$ cat src/rtl/accumulator_core_if.sv
// Run handshake plus instruction/data memory bus between accumulator_core and its surroundings.
// slave = the core; master = chip top / ROM / data memory side.
interface accumulator_core_if #(
    parameter int DATA_WIDTH = 8,
    parameter int PC_WIDTH   = 12
);
    logic                  req;
    logic                  done;
    logic [PC_WIDTH-1:0]   instr_addr;
    logic [8:0]            instr_data;
    logic [DATA_WIDTH-1:0] mem_addr;
    logic [DATA_WIDTH-1:0] mem_wdata;
    logic                  mem_we;
    logic [DATA_WIDTH-1:0] mem_rdata;
    logic [DATA_WIDTH-1:0] acc_out;
    logic [31:0]           cycle_count;

    modport slave (
        input  req, instr_data, mem_rdata,
        output done, instr_addr, mem_addr, mem_wdata, mem_we, acc_out, cycle_count
    );

    modport master (
        output req, instr_data, mem_rdata,
        input  done, instr_addr, mem_addr, mem_wdata, mem_we, acc_out, cycle_count
    );
endinterface

$ cat src/rtl/accumulator_core.sv
// Multi-cycle accumulator core: PC, register file, acc, compare flag, IDLE/EXEC/MEM_WAIT/DONE sequencer.
// Optional cycle counter enabled by defining ACC_CORE_PERF_EN.
module accumulator_core #(
    parameter int DATA_WIDTH = 8,
    parameter int PC_WIDTH   = 12,
    parameter int REG_COUNT  = 8,
    parameter int START_ADDR = 0
) (
    input  logic                clk,
    input  logic                reset,
    accumulator_core_if.slave   bus
);
    localparam int IDX_W = (REG_COUNT > 1) ? $clog2(REG_COUNT) : 1;

    localparam logic [3:0] OP_NOP = 4'd0,  OP_LDA = 4'd1,  OP_STA = 4'd2,  OP_ADD  = 4'd3;
    localparam logic [3:0] OP_SUB = 4'd4,  OP_AND = 4'd5,  OP_OR  = 4'd6,  OP_XOR  = 4'd7;
    localparam logic [3:0] OP_SHL = 4'd8,  OP_SHR = 4'd9,  OP_LDM = 4'd10, OP_STM  = 4'd11;
    localparam logic [3:0] OP_CMP = 4'd12, OP_BEQ = 4'd13, OP_JMP = 4'd14, OP_HALT = 4'd15;

    typedef enum logic [1:0] {IDLE, EXEC, MEM_WAIT, DONE} state_t;

    state_t                state_q, state_d;
    logic [PC_WIDTH-1:0]   pc_q, pc_d;
    logic [DATA_WIDTH-1:0] acc_q, acc_d;
    logic                  flag_q, flag_d;
    logic [DATA_WIDTH-1:0] mem_addr_q, mem_addr_d;
    logic [DATA_WIDTH-1:0] regs_q [REG_COUNT];
    logic [DATA_WIDTH-1:0] regs_d [REG_COUNT];
    logic                  mem_we;

    logic [3:0]            opcode, field;
    logic                  imm, idx_ok;
    logic [IDX_W-1:0]      idx;
    logic [DATA_WIDTH-1:0] reg_rd, operand;

    assign opcode  = bus.instr_data[8:5];
    assign imm     = bus.instr_data[4];
    assign field   = bus.instr_data[3:0];
    assign idx     = field[IDX_W-1:0];
    assign idx_ok  = int'(idx) < REG_COUNT;
    assign reg_rd  = idx_ok ? regs_q[idx] : '0;
    assign operand = imm ? DATA_WIDTH'(field) : reg_rd;

    always_comb begin
        state_d    = state_q;
        pc_d       = pc_q;
        acc_d      = acc_q;
        flag_d     = flag_q;
        mem_addr_d = mem_addr_q;
        regs_d     = regs_q;
        mem_we     = 1'b0;
        case (state_q)
            IDLE: begin
                if (bus.req) begin
                    pc_d    = PC_WIDTH'(START_ADDR);
                    flag_d  = 1'b0;
                    state_d = EXEC;
                end
            end
            EXEC: begin
                pc_d = pc_q + PC_WIDTH'(1);
                case (opcode)
                    OP_NOP: ;
                    OP_LDA: acc_d = operand;
                    OP_STA: if (idx_ok) regs_d[idx] = acc_q;
                    OP_ADD: acc_d = acc_q + operand;
                    OP_SUB: acc_d = acc_q - operand;
                    OP_AND: acc_d = acc_q & operand;
                    OP_OR:  acc_d = acc_q | operand;
                    OP_XOR: acc_d = acc_q ^ operand;
                    OP_SHL: acc_d = acc_q << 1;
                    OP_SHR: acc_d = acc_q >> 1;
                    OP_LDM: begin
                        // PC advances in MEM_WAIT once the read data lands
                        mem_addr_d = operand;
                        pc_d       = pc_q;
                        state_d    = MEM_WAIT;
                    end
                    OP_STM: begin
                        mem_addr_d = operand;
                        mem_we     = 1'b1;
                    end
                    OP_CMP: flag_d = (acc_q == operand);
                    OP_BEQ: if (flag_q) pc_d = pc_q + PC_WIDTH'($signed(field));
                    OP_JMP: pc_d = PC_WIDTH'(reg_rd);
                    OP_HALT: begin
                        pc_d    = pc_q;
                        state_d = DONE;
                    end
                    default: ;
                endcase
            end
            MEM_WAIT: begin
                acc_d   = bus.mem_rdata;
                pc_d    = pc_q + PC_WIDTH'(1);
                state_d = EXEC;
            end
            DONE: if (!bus.req) state_d = IDLE;
            default: state_d = IDLE;
        endcase
    end

    always_ff @(posedge clk or negedge reset) begin
        if (!reset) begin
            state_q    <= IDLE;
            pc_q       <= PC_WIDTH'(START_ADDR);
            acc_q      <= '0;
            flag_q     <= 1'b0;
            mem_addr_q <= '0;
            regs_q     <= '{default: '0};
        end else begin
            state_q    <= state_d;
            pc_q       <= pc_d;
            acc_q      <= acc_d;
            flag_q     <= flag_d;
            mem_addr_q <= mem_addr_d;
            regs_q     <= regs_d;
        end
    end

    // Address is live in the LDM/STM cycle and held from the register otherwise
    assign bus.mem_addr   = mem_addr_d;
    assign bus.mem_we     = mem_we;
    assign bus.mem_wdata  = acc_q;
    assign bus.acc_out    = acc_q;
    assign bus.instr_addr = pc_q;
    assign bus.done       = (state_q == DONE);

`ifdef ACC_CORE_PERF_EN
    logic [31:0] cyc_q, cyc_d;

    always_comb begin
        cyc_d = cyc_q;
        if (state_q == IDLE && bus.req)
            cyc_d = '0;
        else if ((state_q == EXEC || state_q == MEM_WAIT) && cyc_q != '1)
            cyc_d = cyc_q + 32'd1;
    end

    always_ff @(posedge clk or negedge reset) begin
        if (!reset) cyc_q <= '0;
        else        cyc_q <= cyc_d;
    end

    assign bus.cycle_count = cyc_q;
`else
    assign bus.cycle_count = '0;
`endif
endmodule
$ cat src/flat_wrapper.sv
// flat-port wrapper written by rule: the top's interface ports become plain ports
module accumulator_core_flat 
#(
    parameter int DATA_WIDTH = 8,
    parameter int PC_WIDTH   = 12,
    parameter int REG_COUNT  = 8,
    parameter int START_ADDR = 0
)
  (clk, reset, bus_req, bus_instr_data, bus_mem_rdata, bus_done, bus_instr_addr, bus_mem_addr, bus_mem_wdata, bus_mem_we, bus_acc_out, bus_cycle_count);
  accumulator_core_if #(.DATA_WIDTH(DATA_WIDTH), .PC_WIDTH(PC_WIDTH)) bus_i ();
  input  logic clk;
  input  logic reset;
  input wire logic [$bits(bus_i.req)-1:0] bus_req;
  input wire logic [$bits(bus_i.instr_data)-1:0] bus_instr_data;
  input wire logic [$bits(bus_i.mem_rdata)-1:0] bus_mem_rdata;
  output wire logic [$bits(bus_i.done)-1:0] bus_done;
  output wire logic [$bits(bus_i.instr_addr)-1:0] bus_instr_addr;
  output wire logic [$bits(bus_i.mem_addr)-1:0] bus_mem_addr;
  output wire logic [$bits(bus_i.mem_wdata)-1:0] bus_mem_wdata;
  output wire logic [$bits(bus_i.mem_we)-1:0] bus_mem_we;
  output wire logic [$bits(bus_i.acc_out)-1:0] bus_acc_out;
  output wire logic [$bits(bus_i.cycle_count)-1:0] bus_cycle_count;
  assign bus_i.req = bus_req;
  assign bus_i.instr_data = bus_instr_data;
  assign bus_i.mem_rdata = bus_mem_rdata;
  assign bus_done = bus_i.done;
  assign bus_instr_addr = bus_i.instr_addr;
  assign bus_mem_addr = bus_i.mem_addr;
  assign bus_mem_wdata = bus_i.mem_wdata;
  assign bus_mem_we = bus_i.mem_we;
  assign bus_acc_out = bus_i.acc_out;
  assign bus_cycle_count = bus_i.cycle_count;
  accumulator_core #(.DATA_WIDTH(DATA_WIDTH), .PC_WIDTH(PC_WIDTH), .REG_COUNT(REG_COUNT), .START_ADDR(START_ADDR)) u_core (.clk(clk), .reset(reset), .bus(bus_i));
endmodule
$ cat config.mk
export PLATFORM = sky130hd
export DESIGN_NAME = accumulator_core_flat
export DESIGN_NICKNAME = d
export VERILOG_FILES = /design/src/rtl/accumulator_core_if.sv /design/src/rtl/accumulator_core.sv /design/src/flat_wrapper.sv
export SDC_FILE = /design/constraint.sdc
export NUM_CORES = 1
export LEC_CHECK = 0
export BUFFER_PORTS_ARGS = -buffer_cell sky130_fd_sc_hd__buf_2
export CORE_ASPECT_RATIO = 1.25
export CORE_MARGIN = 5
export CORE_UTILIZATION = 45
export DETAILED_ROUTE_END_ITERATION = 8
export PLACE_DENSITY = 0.74
export RECOVER_POWER = 50
export SYNTH_ARGS = -nofsm -noshare
export SYNTH_HDL_FRONTEND = slang
export SYNTH_SLANG_ARGS = --single-unit
$ cat constraint.sdc
create_clock -name clk -period 5.91 [get_ports clk]
set_input_delay 1.182 -clock clk [delete_from_list [all_inputs] [get_ports clk]]
set_output_delay 1.182 -clock clk [all_outputs]
set_load 0.005 [all_outputs]
### Word-level counts from Yosys, hierarchy flattened

Index checks and enable logic that the tools add are counted.

| storage, ports and cells | value |
|---|---|
| bits in registers | 95 |
| input port bits | 20 |
| output and inout port bits | 70 |
| logic and storage cells | 84 |

| cells by class | value |
|---|---|
| add/sub/neg operators | 4 |
| $lt $le $gt $ge | 2 |
| equal/unequal tests | 25 |
| muxes and demuxes | 24 |
| bitwise operators | 4 |
| reduce and logical (&&, ||, !) cells | 12 |

Operator list:

| kind | number |
|---|---|
| $pmux 12 s3 | 2 |
| $bwmux 64 | 1 |
| $pmux 8 s8 | 1 |
| $mux 8 | 6 |
| $eq 4x4->1 const B | 8 |
| $bmux 8 s3 | 1 |
| $demux 8 s3 | 1 |
| $mux 12 | 2 |
| $eq 4x3->1 const B | 4 |
| $pmux 8 s2 | 1 |
| $add 12x1->12 const B | 1 |
| $add 12x12->12 | 1 |
| $ne 9x9->1 const B | 1 |
| $reduce_and 3->1 | 3 |
| $add 8x8->8 | 1 |
| $and 8x8->8 | 1 |
| $eq 4x2->1 const B | 2 |
| $eq 8x8->1 | 1 |
| $ne 2x2->1 const B | 4 |
| $or 8x8->8 | 1 |
| $pmux 2 s4 | 1 |
| $sub 8x8->8 | 1 |
| $xor 8x8->8 | 1 |
| $eq 2x2->1 const B | 2 |
| other kinds (16) | 23 |

### Depth between registers and ports, before layout

Gate-level depths: netlist (run 1).

| logic depth | value |
|---|---|
| depth in word-level cells | 8 |
| depth in mapped cells | 16 |
| gate-level depth less buffers | 13 |

### Least setup slack after synthesis (run 1)

No wires, ideal clock.

| timing path | value |
|---|---|
| kind | input-to-reg |
| from | in bus_instr_data[1] |
| to | reg u_core.acc_q[4], in the netlist u_core.bus.acc_out[4] |
| library setup time | 0.126 ns |
| arrival time | 4.093 ns |
| required time | 5.784 ns |
| path slack | 1.691 ns |
| cell stages on the path | 14 |
| buffers on the path | 1 |
| cell sequence | buf_2 -> mux2_2 -> a221o_1 -> a22o_1 -> mux2i_1 -> inv_1 -> ha_1 -> fa_1 -> a21oi_1 -> nor2_1 -> or3_1 -> o21ai_0 -> o211ai_1 -> a221o_1 |

| on the way | value |
|---|---|
| word-level cells in the longest chain between the ends | 8 |
| elaborated cells between the ends (all ways) | 12 |
| those cells by class | add/sub (2); mux (6); bitwise (4) |

RTL lines:

| element | line | text |
|---|---|---|
| from (decl) | flat_wrapper.sv:14 | `input wire logic [$bits(bus_i.instr_data)-1:0] bus_instr_data;` |
| $not 3->4 (not written as such) | accumulator_core.sv:41 | `assign reg_rd = idx_ok ? regs_q[idx] : '0;` |
| $bmux 8 s3 | accumulator_core.sv:41 |  |
| $mux 8 (not written as such) (2 in a row) | accumulator_core.sv:41 |  |
| $mux 8 (*) | accumulator_core.sv:42 | `assign operand = imm ? DATA_WIDTH'(field) : reg_rd;` |
| $sub 8x8->8, or another cell as far along | accumulator_core.sv:67 | `OP_SUB: acc_d = acc_q - operand;` |
| $pmux 8 s8 (*) | accumulator_core.sv:62 | `case (opcode)` |
| $pmux 8 s2 (*) | accumulator_core.sv:52 | `case (state_q)` |
| to (signal assigned) | accumulator_core.sv:107 | `acc_q <= '0;` |
| to (signal assigned) | accumulator_core.sv:114 | `acc_q <= acc_d;` |
| to (decl) | accumulator_core.sv:24 | `logic [DATA_WIDTH-1:0] acc_q, acc_d;` |

Mark *: on every way between the ends. The rest lies on a longest branch, timed or not. The select of a mux whose other input is x is not followed.
A chain may end at the register's enable or synchronous reset.

### Worst setup path in the final report (run 1)

| timing path | value |
|---|---|
| from | in bus_instr_data[1] |
| to | out bus_mem_addr[1] |

| on the way | value |
|---|---|
| word-level cells in the longest chain between the ends | 7 |

RTL lines:

| element | line | text |
|---|---|---|
| $not 3->4 (not written as such) | accumulator_core.sv:41 |  |
| $bmux 8 s3 | accumulator_core.sv:41 |  |
| $mux 8 (not written as such) (2 in a row) | accumulator_core.sv:41 |  |
| $mux 8 (*) | accumulator_core.sv:42 |  |
| $mux 8 (*) | accumulator_core.sv:62 |  |
| $mux 8 (*) | accumulator_core.sv:52 |  |
| to (decl) | flat_wrapper.sv:18 | `output wire logic [$bits(bus_i.mem_addr)-1:0] bus_mem_addr;` |

Marked as above.

==> impl_metrics.csv, run 1 <==
group,metric,value,unit
timing,fin_skew,12.4,ps
clock_tree,cts_made_buffers,9,
timing,fmax,220,MHz
placement,post-dp-hpwl,14000,um
timing,worst_pin_slew,3230,ps
clock_tree,clock_tree.buffer_depth,2,
finish,drive_gt1_frac,0.197,
setup_path,worst_path_dominant_cell_family,"compound AO/OA/AOI/OAI gates",
drt,drcViolationCount,0,
setup_path,critical_path_data_required_time,4730,ps
power,p_leak,3.57,nW
grt,first_global_vias,5784,
logic_synthesis,synth_enable_flop_cells,0,
floorplanning,floorplan.initialDensity,0.455,
clock_tree,clock_latency,360,ps
clock_tree,cts_repair_resizes,0,
logic_synthesis,synth_cell_types,72,
setup_path,critical_path_class,"input pin to primary output",
clock_tree,postCtsSetupRepairBufs,0,
finish,final_core_util,0.489,
finish,design.final.nets,850,
logic_synthesis,synthDominantCellAreaShare,0.337,
drt,wire_per_inst,19.2,um
setup_path,setup.worst_path.end_class,"primary output",
run_status,outcome,"complete, but fails checks",
timing,tcrit_tclk_final,0.770,
grt,gr-total-overflow,0,
placement,routabilityCongestion,0.979,
floorplanning,design.portCount,90,
grt,antenna_found_initial,1,
logic_synthesis,mean_instance_size_in_the_synthesized_netlist,9.29,um^2
floorplanning,die_w,122,um
setup_path,worstSetupStartpointType,"input pin",
logic_synthesis,yosys.area.top_type,"sky130_fd_sc_hd__dfrtp_1",
power,power.ir.vdd_worst,0.000166,V
logic_synthesis,netlist_instances,760,
flow_run,max-cap-violations,1,
placement,port_buffers,57,
power,power_density,384,mW/mm^2
drt,drt-total-wl,19300,um
drt,antenna_violating_nets_post_route,0,
timing,period_minus_slack,4550,ps
grt,grt_start_max_net_pins,59,
setup_path,critical_path_buf_inv_count,2,
drt,drt-initial-drc-count,629,
timing,rsz_0062_raised_after_global_routing,"no",
setup_path,worstPathMaxFanout,27,
floorplanning,core-area,0.0155,mm^2
logic_synthesis,ys_top_cells_by_count,"95 x sky130_fd_sc_hd__dfrtp_1, 74 x sky130_fd_sc_hd__mux2_2, 60 x sky130_fd_sc_hd__nand2_1",
clock_tree,clock_tree.htree_level_count,3,
setup_path,path_cells,"buf_2 > mux2_2 > a221oi_1 > o22ai_1 > o21ai_1 > o21ai_0 > buf_2",
setup_path,cpPeakStageDelay,470,ps
timing,drv_slew,59,
finish,area_delta_synth_final,7.43,%
logic_synthesis,yosys-top-cells-area,"sky130_fd_sc_hd__dfrtp_1 34%, sky130_fd_sc_hd__mux2_2 12%, sky130_fd_sc_hd__ha_1 7.1%, sky130_fd_sc_hd__buf_4 4.3%, sky130_fd_sc_hd__a21oi_1 3.3%",
logic_synthesis,yosys_register_bits,95,
drt,routed-via-count,5932,
timing,timing.slew.headroom,-1.16,
setup_path,cp.arrival,3370,ps
finish,antennaDiodeCount,0,
setup_path,cpMaxStageDelayCell,"sky130_fd_sc_hd__buf_2",
logic_synthesis,most_instantiated_library_cell_after_synthesis,"sky130_fd_sc_hd__dfrtp_1",
logic_synthesis,netlist_area,0.00706,mm^2
timing,setup_viol_count_final,0,
clock_tree,clk_pin_slew_worst_paths,80,ps
setup_path,crit_top_cell,"sky130_fd_sc_hd__buf_2",
min_path,hold_path_class,"flip-flop to flip-flop",
grt,global_route.usage.total,0.216,
drt,drtPass1Iterations,6,
logic_synthesis,yosys_warnings,0,
clock_tree,clock-sinks,95,
logic_synthesis,seq_area_frac_synth,0.337,
floorplanning,placementRows,51,
logic_synthesis,asyncSetResetFlopFracSynth,1.00,
clock_tree,cts_tree,"done",
run_status,failing_checks,"capacitance limit, slew limit",
logic_synthesis,synth-main-ff-cell,"sky130_fd_sc_hd__dfrtp_1",
clock_tree,post_cts_hold_buffer_count,0,
grt,grt_pass1_wl,30900,um
timing,totalNegativeSetupSlack,0,ps
floorplanning,floorplan.die_area,0.0183,mm^2
drt,routed_via_density,5.91,
finish,n_fill_cell,1474,
clock_tree,cts_root_buffer,"sky130_fd_sc_hd__clkbuf_16",
timing,report.final.hold_viol_count,0,
floorplanning,die_height,150,um
[flip-flops by register name, summed over array words and instances (netlist names)]
| name | cells |
|---|---|
| u_core.mem_addr_q | 8 |
| u_core.bus.acc_out | 8 |
| u_core.bus.instr_addr | 12 |
| u_core.flag_q | 1 |
| u_core.regs_q | 64 |
| u_core.state_q | 2 |
[metal layers]
layer	global-route usage	routed length, um
met4	0.0914	715
met3	0.0378	1310
met2	0.369	9580
met1	0.267	7700
met5	0	13
[stage by stage]
step           hold slack, ps  std cells  total power [W]  setup WS [ps]  instance area [um^2]
6_report                  501       1004          0.00291           1360                  7580
5_1_grt                   513       1004          0.00311            927                  7580
4_1_cts                   500       1004          0.00291           1370                  7600
3_5_place_dp              483        988          0.00234           1090                  7310
3_3_place_gp              477        988          0.00232           1120                  7310
2_1_floorplan             471        791          0.00196           1690                  7180
[cell families after synthesis]
group	Yosys count	share of synthesized area
compound gates	208	0.202
simple gates	194	0.132
buf+inv	116	0.0859
flops	95	0.337
mux	86	0.142
fa+ha+maj	43	0.0794
xor+xnor	17	0.0211
other cells	1	0.000531
[layout by cell type (no fill, tap or decap), types with 5 or more instances in the layout]
| cell type | instances |
|---|---|
| sky130_fd_sc_hd__a211oi_1 | 8 |
| sky130_fd_sc_hd__a21o_1 | 9 |
| sky130_fd_sc_hd__a21oi_1 | 47 |
| sky130_fd_sc_hd__a221oi_1 | 9 |
| sky130_fd_sc_hd__a22oi_1 | 5 |
| sky130_fd_sc_hd__a31oi_1 | 5 |
| sky130_fd_sc_hd__and3_1 | 6 |
| sky130_fd_sc_hd__buf_2 | 49 |
| sky130_fd_sc_hd__buf_4 | 5 |
| sky130_fd_sc_hd__clkbuf_1 | 8 |
| sky130_fd_sc_hd__clkbuf_16 | 9 |
| sky130_fd_sc_hd__conb_1 | 32 |
| sky130_fd_sc_hd__dfrtp_1 | 95 |
| sky130_fd_sc_hd__ha_1 | 40 |
| sky130_fd_sc_hd__inv_1 | 38 |
| sky130_fd_sc_hd__mux2_2 | 74 |
| sky130_fd_sc_hd__mux2i_1 | 8 |
| sky130_fd_sc_hd__nand2_1 | 60 |
| sky130_fd_sc_hd__nand2b_1 | 5 |
| sky130_fd_sc_hd__nand3_1 | 17 |
| sky130_fd_sc_hd__nand3b_1 | 5 |
| sky130_fd_sc_hd__nor2_1 | 52 |
| sky130_fd_sc_hd__nor2b_1 | 12 |
| sky130_fd_sc_hd__nor3_1 | 11 |
| sky130_fd_sc_hd__o211ai_1 | 6 |
| sky130_fd_sc_hd__o21ai_0 | 38 |
| sky130_fd_sc_hd__o21bai_1 | 8 |
| sky130_fd_sc_hd__o221ai_1 | 7 |
| sky130_fd_sc_hd__o22ai_1 | 13 |
| sky130_fd_sc_hd__xnor2_1 | 12 |
| sky130_fd_sc_hd__xor2_1 | 5 |
[worst paths after layout]
| path | startpoint | end | slack, ps | cells after the start |
|---|---|---|---|---|
| worst max-delay path | bus_instr_data[1] | bus_mem_addr[1] | 1360 | 7 |
| worst min-delay path | u_core.mem_addr_q[6]$_DFF_PN0_ | u_core.mem_addr_q[6]$_DFF_PN0_ | 500 | 1 |
| worst max register to register | u_core.regs_q[26]$_DFFE_PN0P_ | u_core.bus.acc_out[7]$_DFFE_PN0P_ | 2480 | 11 |
| worst min register to register | u_core.mem_addr_q[6]$_DFF_PN0_ | u_core.mem_addr_q[6]$_DFF_PN0_ | 500 | 1 |
| max in group asynchronous | reset | u_core.regs_q[1]$_DFFE_PN0P_ | 1730 | 2 |
| min in group asynchronous | reset | u_core.regs_q[60]$_DFFE_PN0P_ | 1900 | 1 |
[report_power, final]
group	switching, W	internal (W)
clock network	0.000278	0.000294
logic	0.000752	0.000557
registers	0.000221	0.000807
total	0.00125	0.00166
[final cells by class]
type,instances,area (um^2),share of cell area
Tap cell,212,265,0.0350
Multi-Input combinational cell,580,4190,0.553
Sequential cell,95,2380,0.313
Inverter,38,143,0.0188
Timing Repair Buffer,63,318,0.0419
Clock inverter,7,63.8,0.00841
Clock buffer,9,225,0.0297
(Power assumes the default switching activity.)
==> run 2, diff against run 1 <==
--- a/config.mk
+++ b/config.mk
@@ -10,7 +10,7 @@
 export CORE_MARGIN = 5
 export CORE_UTILIZATION = 45
 export DETAILED_ROUTE_END_ITERATION = 8
-export PLACE_DENSITY = 0.74
+export PLACE_DENSITY = 0.76
 export RECOVER_POWER = 50
 export SYNTH_ARGS = -nofsm -noshare
 export SYNTH_HDL_FRONTEND = slang
==> constraint.sdc (replaced) <==
create_clock -name clk -period 4 [get_ports clk]
set_input_delay 0.8 -clock clk [delete_from_list [all_inputs] [get_ports clk]]
set_output_delay 0.8 -clock clk [all_outputs]
set_load 0.005 [all_outputs]
==> impl_metrics.csv, run 2 (synthesis results as in run 1) <==
group,metric,value,unit
timing,drv_slew,65,
clock_tree,cts_made_buffers,9,
drt,wire_per_inst,18.5,um
clock_tree,clock_latency,340,ps
run_status,failing_checks,"capacitance limit, slew limit",
power,power_density,557,mW/mm^2
power,p_leak,3.73,nW
setup_path,worstPathMaxFanout,14,
finish,commonest_non_fill_non_tap_cell_in_the_layout,"sky130_fd_sc_hd__dfrtp_1",
grt,grt_most_used_layer,"met2",
finish,design.final.nets,883,
floorplanning,floorplan.die_area,0.0183,mm^2
power,report.power.total,0.00436,W
min_path,hold_path_class,"flip-flop to flip-flop",
setup_path,cpMaxStageDelayCell,"sky130_fd_sc_hd__or4_1",
finish,max_flop_register,"u_core.regs_q",
placement,placedInstanceArea,0.00756,mm^2
floorplanning,die_height,150,um
floorplanning,core-area,0.0155,mm^2
timing,fmax,274,MHz
drt,drtPass1Iterations,7,
finish,stdcell_area,0.00783,mm^2
floorplanning,die_w,122,um
grt,met3_usage_in_global_routing,0.0310,
grt,global_route.usage.total,0.213,
setup_path,cpPeakStageDelay,500,ps
grt,met1_usage_in_global_routing,0.260,
grt,grt_start_max_net_pins,37,
timing,period_minus_slack,3640,ps
placement,routabilityCongestion,0.967,
placement,post-dp-hpwl,14400,um
drt,routed_via_density,5.88,
clock_tree,clk_pin_slew_worst_paths,70,ps
grt,gr-total-overflow,0,
finish,area_delta_synth_final,10.9,%
grt,groute.layer.met2.usage,0.364,
setup_path,cp.arrival,3870,ps
clock_tree,clock_tree.buffer_depth,2,
finish,final_cell_mix,"95 x sky130_fd_sc_hd__dfrtp_1, 74 x sky130_fd_sc_hd__mux2_2, 60 x sky130_fd_sc_hd__nand2_1",
drt,drcViolationCount,0,
placement,port_buffers,57,
finish,largest_reg_flops,64,
floorplanning,placementRows,51,
finish,n_fill_cell,1424,
run_status,outcome,"complete, but fails checks",
clock_tree,postCtsSetupRepairBufs,0,
timing,worst_pin_slew,1790,ps
floorplanning,design.portCount,90,
grt,grt_pass1_wl,30800,um
power,power.ir.vdd_worst,0.000232,V
timing,tcrit_tclk_final,0.911,
finish,antennaDiodeCount,0,
clock_tree,clock-sinks,95,
drt,drt-initial-drc-count,561,
setup_path,worstSetupStartpointType,"input pin",
clock_tree,clock_tree.htree_level_count,3,
timing,setup_viol_count_final,0,
setup_path,critical_path_class,"input pin to flip-flop",
timing,rsz_0062_raised_after_global_routing,"no",
flow_run,max-cap-violations,2,
timing,report.final.hold_viol_count,0,
clock_tree,cts_repair_resizes,0,
timing,fin_skew,8.24,ps
timing,timing.slew.headroom,-0.192,
grt,first_global_vias,5911,
grt,antenna_found_initial,1,
setup_path,setup.worst_path.end_class,"flip-flop",
floorplanning,floorplan.initialDensity,0.455,
drt,antenna_violating_nets_post_route,0,
setup_path,worst-r2r-setup-slack,690,ps
setup_path,critical_path_data_required_time,4230,ps
timing,totalNegativeSetupSlack,0,ps
setup_path,path_cells,"buf_2 > buf_4 > mux2_2 > a221oi_1 > o22ai_1 > o21ai_1 > inv_1 > ha_1 > or4_1 > o21ai_0 > a311o_1 > a21oi_1 > o41ai_1",
clock_tree,cts_root_buffer,"sky130_fd_sc_hd__clkbuf_16",
clock_tree,post_cts_hold_buffer_count,0,
drt,drt-total-wl,19100,um
drt,routed-via-count,6093,
finish,drive_gt1_frac,0.227,
clock_tree,cts_tree,"done",
-- run 2: cell types whose count changed in the layout (fill, tap and decap cells not counted), sizes merged --
cell,delta
clkbuf,+2
buf,+31
-- run 2: final timing paths --
path	cells past startpoint	endpoint	start
setup / recovery	13	u_core.bus.acc_out[5]$_DFFE_PN0P_	bus_instr_data[1]
hold / removal	1	u_core.regs_q[5]$_DFFE_PN0P_	u_core.regs_q[5]$_DFFE_PN0P_
setup reg to reg	13	u_core.bus.acc_out[4]$_DFFE_PN0P_	u_core.regs_q[56]$_DFFE_PN0P_
hold reg to reg	1	u_core.regs_q[5]$_DFFE_PN0P_	u_core.regs_q[5]$_DFFE_PN0P_
max in group asynchronous	2	u_core.bus.acc_out[1]$_DFFE_PN0P_	reset
min in group asynchronous	1	u_core.regs_q[18]$_DFFE_PN0P_	reset
-- run 2: area by class of cell --
type / instances / area, um^2 / area share
multi-input cells: 580 / 4190 / 0.536
flip-flops and latches: 95 / 2380 / 0.304
repair buffers: 96 / 561 / 0.0716
well taps: 212 / 265 / 0.0339
clock buffers: 9 / 225 / 0.0288
inverters: 38 / 143 / 0.0182
clock inverters: 7 / 63.8 / 0.00815
-- run 2: report_power, final --
| part | switching [W] | internal, W | total [W] |
|---|---|---|---|
| clock | 0.000404 | 0.000435 | 0.000839 |
| sequential | 0.000326 | 0.00119 | 0.00152 |
| combinational | 0.00112 | 0.000889 | 0.00201 |
-- run 2: per-stage QoR --
step / setup slack, ps / hold WS (ps) / instances / util
after floorplan: 163 / 471 / 791 / -
after global placement: 119 / 473 / 1021 / 0.487
after detailed placement: 64.6 / 487 / 1021 / 0.487
after CTS: 369 / 398 / 1037 / 0.506
after global routing: 144 / 510 / 1037 / 0.505
final: 355 / 501 / 1037 / 0.505
-- run 2: worst max-delay path, delay by kind of cell --
kind | cells | cell delay (ps)
mux | 1 | 360
fa+ha+maj | 1 | 230
compound gates | 7 | 1550
buf+inv | 3 | 400
simple gates | 1 | 500
-- run 2: routing by layer --
layer / part of all wire / wire length (um)
met1: 0.39 / 7490
met4: 0.045 / 856
met3: 0.069 / 1330
met5: 0.0010 / 20
met2: 0.49 / 9440
==> run 3, diff against run 2 <==
--- a/config.mk
+++ b/config.mk
@@ -5,12 +5,12 @@
 export SDC_FILE = /design/constraint.sdc
 export NUM_CORES = 1
 export LEC_CHECK = 0
-export BUFFER_PORTS_ARGS = -buffer_cell sky130_fd_sc_hd__buf_2
 export CORE_ASPECT_RATIO = 1.25
 export CORE_MARGIN = 5
 export CORE_UTILIZATION = 45
 export DETAILED_ROUTE_END_ITERATION = 8
-export PLACE_DENSITY = 0.76
+export DONT_BUFFER_PORTS = 1
+export PLACE_DENSITY = 0.71
 export RECOVER_POWER = 50
 export SYNTH_ARGS = -nofsm -noshare
 export SYNTH_HDL_FRONTEND = slang
==> impl_metrics.csv, run 3 (synthesis results as in run 1) <==
group,metric,value,unit
run_status,outcome,"completed",
setup_path,timing.critical_path.from,"bus_instr_data[1]",
placement,routabilityCongestion,0.914,
floorplanning,core-area,0.0155,mm^2
timing,period_minus_slack,3440,ps
finish,finalNonFillerCells,954,
drt,routed_via_density,6.03,
flow_run,max-cap-violations,0,
timing,totalNegativeSetupSlack,0,ps
grt,groute.layer.met2.usage,0.358,
timing,worst_pin_slew,891,ps
drt,drt-total-wl,19500,um
grt,grt_pass1_wl,30800,um
setup_path,path_cells,"mux2_2 > a221o_1 > a22o_1 > mux2i_1 > inv_1 > ha_1 > fa_1 > a211oi_1 > o21bai_1 > a21oi_1 > xor2_1 > a2bb2oi_1 > a21oi_1",
clock_tree,cts_root_buffer,"sky130_fd_sc_hd__clkbuf_16",
timing,fin_skew,10.6,ps
drt,antenna_violating_nets_post_route,0,
clock_tree,cts_repair_resizes,0,
setup_path,cp.arrival,3720,ps
floorplanning,floorplan.die_area,0.0183,mm^2
finish,antennaDiodeCount,0,
timing,report.final.hold_viol_count,0,
timing,drv_slew,0,
drt,drtPass1Iterations,5,
grt,antenna_found_initial,0,
drt,wire_per_inst,20.4,um
setup_path,rr_worst_depth,13,
clock_tree,clock_tree.htree_level_count,3,
finish,commonest_non_fill_non_tap_cell_in_the_layout,"sky130_fd_sc_hd__dfrtp_1",
setup_path,worstPathMaxFanout,27,
placement,port_buffers,0,
clock_tree,cts_made_buffers,9,
setup_path,worst-r2r-setup-slack,690,ps
floorplanning,die_w,122,um
clock_tree,post_cts_hold_buffer_count,0,
setup_path,worstSetupStartpointType,"input pin",
grt,gr-total-overflow,0,
drt,drcViolationCount,0,
finish,area_delta_synth_final,4.78,%
grt,global_route.usage.total,0.217,
setup_path,critical_path_class,"input pin to flip-flop",
placement,post-dp-hpwl,14100,um
clock_tree,clk_pin_slew_worst_paths,70,ps
setup_path,setup.worst_path.end_class,"flip-flop",
min_path,hold_path_class,"input pin to asynchronous set/reset pin",
setup_path,crit_top_cell,"sky130_fd_sc_hd__a21oi_1",
finish,max_flop_register,"u_core.regs_q",
floorplanning,design.portCount,90,
setup_path,r2r-end,"u_core.bus.acc_out[6]$_DFFE_PN0P_",
setup_path,cpMaxStageDelayCell,"sky130_fd_sc_hd__fa_1",
finish,largest_reg_flops,64,
clock_tree,cts_tree,"done",
setup_path,crit-reg2reg-launch,"u_core.regs_q[56]$_DFFE_PN0P_",
clock_tree,clock-sinks,95,
clock_tree,clock_latency,360,ps
timing,rsz_0062_raised_after_global_routing,"no",
grt,first_global_vias,5590,
finish,final_cell_mix,"95 x sky130_fd_sc_hd__dfrtp_1, 74 x sky130_fd_sc_hd__mux2_2, 60 x sky130_fd_sc_hd__nand2_1",
floorplanning,die_height,150,um
finish,design.final.nets,801,
timing,setup_viol_count_final,0,
timing,tcrit_tclk_final,0.860,
floorplanning,placementRows,51,
drt,drt-initial-drc-count,567,
drt,routed-via-count,5748,
grt,met1_usage_in_global_routing,0.269,
power,power.ir.vdd_worst,0.000234,V
setup_path,critical_path_data_required_time,4280,ps
setup_path,cpPeakStageDelay,440,ps
placement,post-place-cells,939,
power,power_density,579,mW/mm^2
power,p_leak,3.39,nW
grt,grt_start_max_net_pins,96,
timing,timing.slew.headroom,0.406,
clock_tree,clock_tree.buffer_depth,2,
clock_tree,postCtsSetupRepairBufs,0,
finish,drive_gt1_frac,0.152,
grt,met3_usage_in_global_routing,0.0439,
floorplanning,floorplan.initialDensity,0.455,
grt,grt_most_used_layer,"met2",
timing,fmax,291,MHz
finish,final_core_util,0.477,
[run 3: cell count changes in the layout (fill, tap and decap cells not counted)]
cell,change
sky130_fd_sc_hd__clkbuf_2,-1
sky130_fd_sc_hd__buf_4,-24
sky130_fd_sc_hd__clkinv_4,-1
sky130_fd_sc_hd__clkinvlp_4,-1
sky130_fd_sc_hd__bufinv_16,+2
sky130_fd_sc_hd__buf_2,-48
sky130_fd_sc_hd__inv_8,-2
sky130_fd_sc_hd__inv_6,+1
sky130_fd_sc_hd__clkbuf_1,-9
[run 3: worst max-delay path by stage]
stage                                         to  slack, ps
6_report       u_core.bus.acc_out[6]$_DFFE_PN0P_        560
3_5_place_dp   u_core.bus.acc_out[4]$_DFFE_PN0P_        230
5_1_grt        u_core.bus.acc_out[4]$_DFFE_PN0P_        330
3_3_place_gp   u_core.bus.acc_out[4]$_DFFE_PN0P_        210
2_1_floorplan  u_core.bus.acc_out[4]$_DFFE_PN0P_        160
4_1_cts        u_core.bus.acc_out[4]$_DFFE_PN0P_        590
[run 3: worst max-delay path: cells and delay by family]
family | cells | cell delay [ps]
compound gates | 7 | 1460
mux | 2 | 480
buf+inv | 1 | 110
fa+ha+maj | 2 | 690
xor+xnor | 1 | 160
[run 3: cell type report]
type,count,area [um^2]
Clock buffer,9,225
Clock inverter,6,93.8
Multi-Input combinational cell,580,4190
Timing Repair Buffer,14,101
Sequential cell,95,2380
Inverter,38,143
Tap cell,212,265
Fill cell,1463,8110
[run 3: metrics by stage]
step	cell area [um^2]	total power (W)	hold slack, ps	worst slack [ps]
after floorplan	7180	0.00289	471	163
after global placement	7080	0.00329	480	211
after detailed placement	7080	0.00332	488	226
after CTS	7400	0.00428	129	593
after global routing	7400	0.00457	128	331
final	7400	0.00429	142	560
[run 3: where the power goes]
group	switching, W	total, W	internal [W]	leakage, nW
Clock	0.000406	0.000957	0.000551	0.153
Combinational	0.00105	0.00182	0.000762	1.96
Sequential	0.000321	0.00151	0.00119	1.28
Total	0.00178	0.00429	0.00250	3.39
[run 3: layer usage]
metal	vias up	share of wire
met3	69	0.072
met1	2773	0.40
met2	237	0.49
met4	0	0.046
met5	-	0
li1	2669	-
